### src/rtl/block_draw_ctrl_pkg.sv
// block_draw_ctrl_pkg: shared graphics constants and draw-controller state encoding.
package block_draw_ctrl_pkg;
    localparam int BLOCK_DIM    = 8;
    localparam int BLOCK_PIXELS = BLOCK_DIM * BLOCK_DIM;
    localparam int SCREEN_W_DEF = 160;
    localparam int SCREEN_H_DEF = 120;
    localparam int COLOUR_W     = 3;

    typedef enum logic [2:0] {
        IDLE,
        LOAD_E,
        ERASE,
        LOAD_D,
        DRAW,
        DONE
    } state_t;
endpackage

### src/rtl/block_draw_ctrl_coord_clamp.sv
// coord_clamp: clamps a block's top-left corner so the whole block stays on screen.
module coord_clamp #(
    parameter int MAX_X = 152,
    parameter int MAX_Y = 112
) (
    input  logic [7:0] x,
    input  logic [6:0] y,
    output logic [7:0] x_c,
    output logic [6:0] y_c
);
    localparam logic [7:0] MX = 8'(MAX_X);
    localparam logic [6:0] MY = 7'(MAX_Y);

    assign x_c = (x > MX) ? MX : x;
    assign y_c = (y > MY) ? MY : y;
endmodule

### src/rtl/block_draw_ctrl.sv
// block_draw_ctrl: sequences 8x8 block draws (optional erase pass, then draw pass)
// into the datapath and VGA adapter, one request at a time.
module block_draw_ctrl
    import block_draw_ctrl_pkg::*;
#(
    parameter int                  SCREEN_W  = SCREEN_W_DEF,
    parameter int                  SCREEN_H  = SCREEN_H_DEF,
    parameter logic [COLOUR_W-1:0] BG_COLOUR = '0
) (
    input  logic                clock,
    input  logic                resetn,
    input  logic                req_valid,
    output logic                req_ready,
    input  logic [7:0]          req_x,
    input  logic [6:0]          req_y,
    input  logic [COLOUR_W-1:0] req_colour,
    input  logic                req_move,
    output logic [7:0]          dp_x,
    output logic [6:0]          dp_y,
    output logic                dp_load,
    output logic                dp_enable,
    output logic [COLOUR_W-1:0] colour_out,
    output logic                plot,
    output logic                done
);
    state_t              state, next;
    logic [5:0]          cnt;
    logic [7:0]          prev_x, new_x, clamp_x;
    logic [6:0]          prev_y, new_y, clamp_y;
    logic [COLOUR_W-1:0] new_colour;
    logic                has_prev, accept, last, erase_ph, draw_ph;

    coord_clamp #(.MAX_X(SCREEN_W - BLOCK_DIM), .MAX_Y(SCREEN_H - BLOCK_DIM)) u_clamp (
        .x   (req_x),
        .y   (req_y),
        .x_c (clamp_x),
        .y_c (clamp_y)
    );

    assign accept = req_valid && req_ready;
    assign last   = cnt == 6'(BLOCK_PIXELS - 1);

    always_ff @(posedge clock) begin
        if (!resetn) begin
            state      <= IDLE;
            cnt        <= '0;
            has_prev   <= 1'b0;
            prev_x     <= '0;
            prev_y     <= '0;
            new_x      <= '0;
            new_y      <= '0;
            new_colour <= '0;
        end else begin
            state <= next;
            cnt   <= (state == LOAD_E || state == LOAD_D) ? 6'd0 :
                     (state == ERASE  || state == DRAW)   ? cnt + 6'd1 : cnt;
            if (accept) begin
                new_x      <= clamp_x;
                new_y      <= clamp_y;
                new_colour <= req_colour;
            end
            // The block just drawn becomes the one a later move must erase.
            if (state == DRAW && last) begin
                prev_x   <= new_x;
                prev_y   <= new_y;
                has_prev <= 1'b1;
            end
        end
    end

    always_comb begin
        next = state;
        case (state)
            IDLE:    next = !accept ? IDLE : (req_move && has_prev) ? LOAD_E : LOAD_D;
            LOAD_E:  next = ERASE;
            ERASE:   next = last ? LOAD_D : ERASE;
            LOAD_D:  next = DRAW;
            DRAW:    next = last ? DONE : DRAW;
            DONE:    next = IDLE;
            default: next = IDLE;
        endcase
    end

    always_comb begin
        erase_ph   = state == LOAD_E || state == ERASE;
        draw_ph    = state == LOAD_D || state == DRAW;
        req_ready  = state == IDLE;
        done       = state == DONE;
        dp_load    = state == LOAD_E || state == LOAD_D;
        dp_enable  = erase_ph || draw_ph;
        plot       = state == ERASE || state == DRAW;
        dp_x       = erase_ph ? prev_x : draw_ph ? new_x : '0;
        dp_y       = erase_ph ? prev_y : draw_ph ? new_y : '0;
        colour_out = erase_ph ? BG_COLOUR : draw_ph ? new_colour : '0;
    end
endmodule

### config.mk
export PLATFORM = sky130hd
export DESIGN_NAME = block_draw_ctrl
export DESIGN_NICKNAME = d
export VERILOG_FILES = /design/src/rtl/block_draw_ctrl_pkg.sv /design/src/rtl/block_draw_ctrl_coord_clamp.sv /design/src/rtl/block_draw_ctrl.sv
export SDC_FILE = /design/constraint.sdc
export NUM_CORES = 1
export LEC_CHECK = 0
export CAP_MARGIN = 20
export CORE_MARGIN = 8
export CORE_UTILIZATION = 50
export CTS_CLUSTER_DIAMETER = 150
export DETAILED_ROUTE_END_ITERATION = 12
export MAX_ROUTING_LAYER = met4
export PLACE_DENSITY = 0.87
export SLEW_MARGIN = 40
export SYNTH_ARGS = -nofsm -noshare
export SYNTH_HDL_FRONTEND = slang
export SYNTH_HIERARCHICAL = 1
export SYNTH_SLANG_ARGS = --single-unit
### constraint.sdc
create_clock -name clock -period 2.45 [get_ports clock]
set_input_delay 0.245 -clock clock [delete_from_list [all_inputs] [get_ports clock]]
set_output_delay 0.245 -clock clock [all_outputs]
set_load 0.005 [all_outputs]
==> impl_results.md <==
- Layout cells sized above 1: 8.07%
- Gr busiest metal: met2
- Met1 Resource Use GR: 17.7%
- Synthesized instance count: 243
- Area grow syn2layout: 28.0%
- Reg2reg start: state[0]
- Gpl congestion: 0.760
- Final min period: 2350 ps
- Clk_lat worst skew: 300 ps
- Root Driver: clkbuf_8
- Num CTS Buffers: 5
- Final setup fails: 0
- Max rail drop VDD: 0.291 mV
- Vias: 1,826
- # Max-Cap Violations: 0
- CTS tree: yes
- Largest net degree at the start of global routing: 35
- Nets: 307
- Initial drt markers: 124
- DP Area: 0.00251 mm2
- Startpoint type of the worst setup path: flop
- Syn nets: 266
- LEAKAGE: 0.900 nW
- Post-route insts no fill: 335
- Detailed-route DRC error count: 0
- Synth warn: 6
- Setup Skew: 2.28 ps
- Remaining global-route overflow: 0
- Number of H-tree levels: 2
- Cell Area, Synth: 0.00204 mm2
- WP data arrival: 2100 ps
- Met2 GRT Util: 25.1%
- FILL cells: 352
- Fin crit share: 95.8%
- Sequential element share of the synthesized area: 42.2%
- Final wirelength: 4820 um
- IO Port Bufs: 44
- ANT nets after route: 0
- Async SR Flop Fraction: 0%
- Type of the worst min-delay path: flop to flop
- Synth area leaders: dfxtp_1, nand2_1, mux2i_1
- First-pass GRT wire length: 7820 um
- Starting Density: 51.4%
- Final Cell Area: 0.00261 mm2
- Final WS setup: 102 ps
- Post-synth top area share: 42.2%
- Setup crit end kind: output port
- Clock sinks: 43
- Placed insts: 327
- Post-synth EDFFs: 0
- Drt first pass iters: 4
- Worst slew pin tran: 633 ps
- Die height: 79.9 um
- Power, Total: 1.45 mW
- Fmax: 426 MHz
- Width of the die: 79.9 um
- CP required: 2200 ps
- Die area: 0.00638 mm2
- Pwr/cell area: 556 mW/mm2
- Yosys cell types: 39
- Pre-CTS setup slack: 358 ps
- Clock Pin Slew Worst Setup and Hold Paths: 70 ps
- Initial antenna violation count: 0
- Slew margin rel.: 57.8%
- Number of I/O pins: 45
- Post-CTS sizing: 0
- Commonest non-fill, non-tap cell in the layout: nand2_1
- Crit-path max FO: 9
- CTS Hold Bufs: 0
- Total negative slack: 0 ps
- HP Start: new_colour[0]
- Commonest non-fill, non-tap cells in the layout: nand2_1, clkdlybuf4s50_1, dfxtp_1
- CORE AREA: 0.00397 mm2
- Syn_area_per_cell: 8.40 um2
- Row Count: 23
- Clock Tree Buf Depth: 2
- Via/cell ratio: 5.45
- Antenna diode count: 0
- Crit path kind: flop to output port
- Flops & latches, synth: 43
- Final hold vios: 0
- M3 GR Usage: 4.95%
- Leading area contributor after synthesis: dfxtp_1
- RSZ-0062 raised after global routing: no
- Final Slew Violations: 0
- Postcts setup bufs: 0
- WL per Instance: 14.4 um
- Run status: finished, final reports clean
- Worst setup path startpoint: state[1]
- Detail Placement HPWL: 3390 um
- Vias in the first global route: 1,776
- Total GRT Usage: 15.7%
- Ys flop type: dfxtp_1
-- layer usage --
metal	share of wire (%)	wire length [um]
met4	1.4	68
met1	45	2190
met3	6.0	290
met2	47	2280
met5	0	0
-- critical path, cell delays in order (launching register included) --
cell and delay [ps]:
dfxtp_1 420, nand2b_4 210, o21ai_2 290, buf_4 230, a22o_1 150, clkdlybuf4s50_1 500
-- logic make-up after synthesis --
group / after synthesis / share of synthesized area, %
compound gates: 56 / 18.1
flops: 43 / 42.2
mux: 15 / 7.36
fa+ha+maj: 1 / 0.613
xor+xnor: 2 / 0.859
buf+inv: 24 / 6.01
simple gates: 102 / 24.8
-- sequential cells by signal, indices dropped and copies added, names as in the netlist --
signal      count
new_x           8
cnt             6
new_colour      3
prev_y          7
prev_x          8
has_prev        1
state           3
new_y           7
-- worst paths after layout --
kind	endpoint	slack, ps	cells past startpoint
worst min register to register	new_colour[0]	450	2
worst max-delay path	dp_y[5]	100	5
worst min-delay path	new_colour[0]	450	2
worst max register to register	new_y[6]	760	3
-- power breakdown --
group	switching, mW	leakage (nW)	internal (mW)
Sequential	0.0259	0.350	0.723
Combinational	0.109	0.499	0.106
Clock	0.231	0.0515	0.257
-- per-stage QoR --
step                      utilization [%]  hold WS [ps]
after floorplan                         -           381
after global placement               63.2           439
after detailed placement             63.2           446
after CTS                            65.8           455
after global routing                 65.8           473
final                                65.8           451
-- Yosys cell counts (2+ instances only) --
library cell and count:
nand2_1 70, dfxtp_1 43, a21oi_1 24, a22o_1 15, mux2i_1 15, clkbuf_1 9, and2_1 8, buf_2 7
o21ai_0 4, a21boi_1 3, inv_1 3, nand2b_1 3, o31ai_1 3, or4_1 3, buf_6 2, nand3_1 2
nand3b_1 2, nor2_1 2, nor2b_1 2, o21a_1 2, or3_1 2, xnor2_1 2
-- cell type report --
class | instances | area (um2) | share of cell area, %
Clock buffer | 8 | 100 | 3.83
Inverter | 4 | 15.0 | 0.575
Multi-Input combinational cell | 176 | 1060 | 40.5
Sequential cell | 43 | 862 | 33.0
Tap cell | 50 | 62.6 | 2.39
Timing Repair Buffer | 54 | 515 | 19.7
Note: power is estimated with default switching activity, not from simulation.
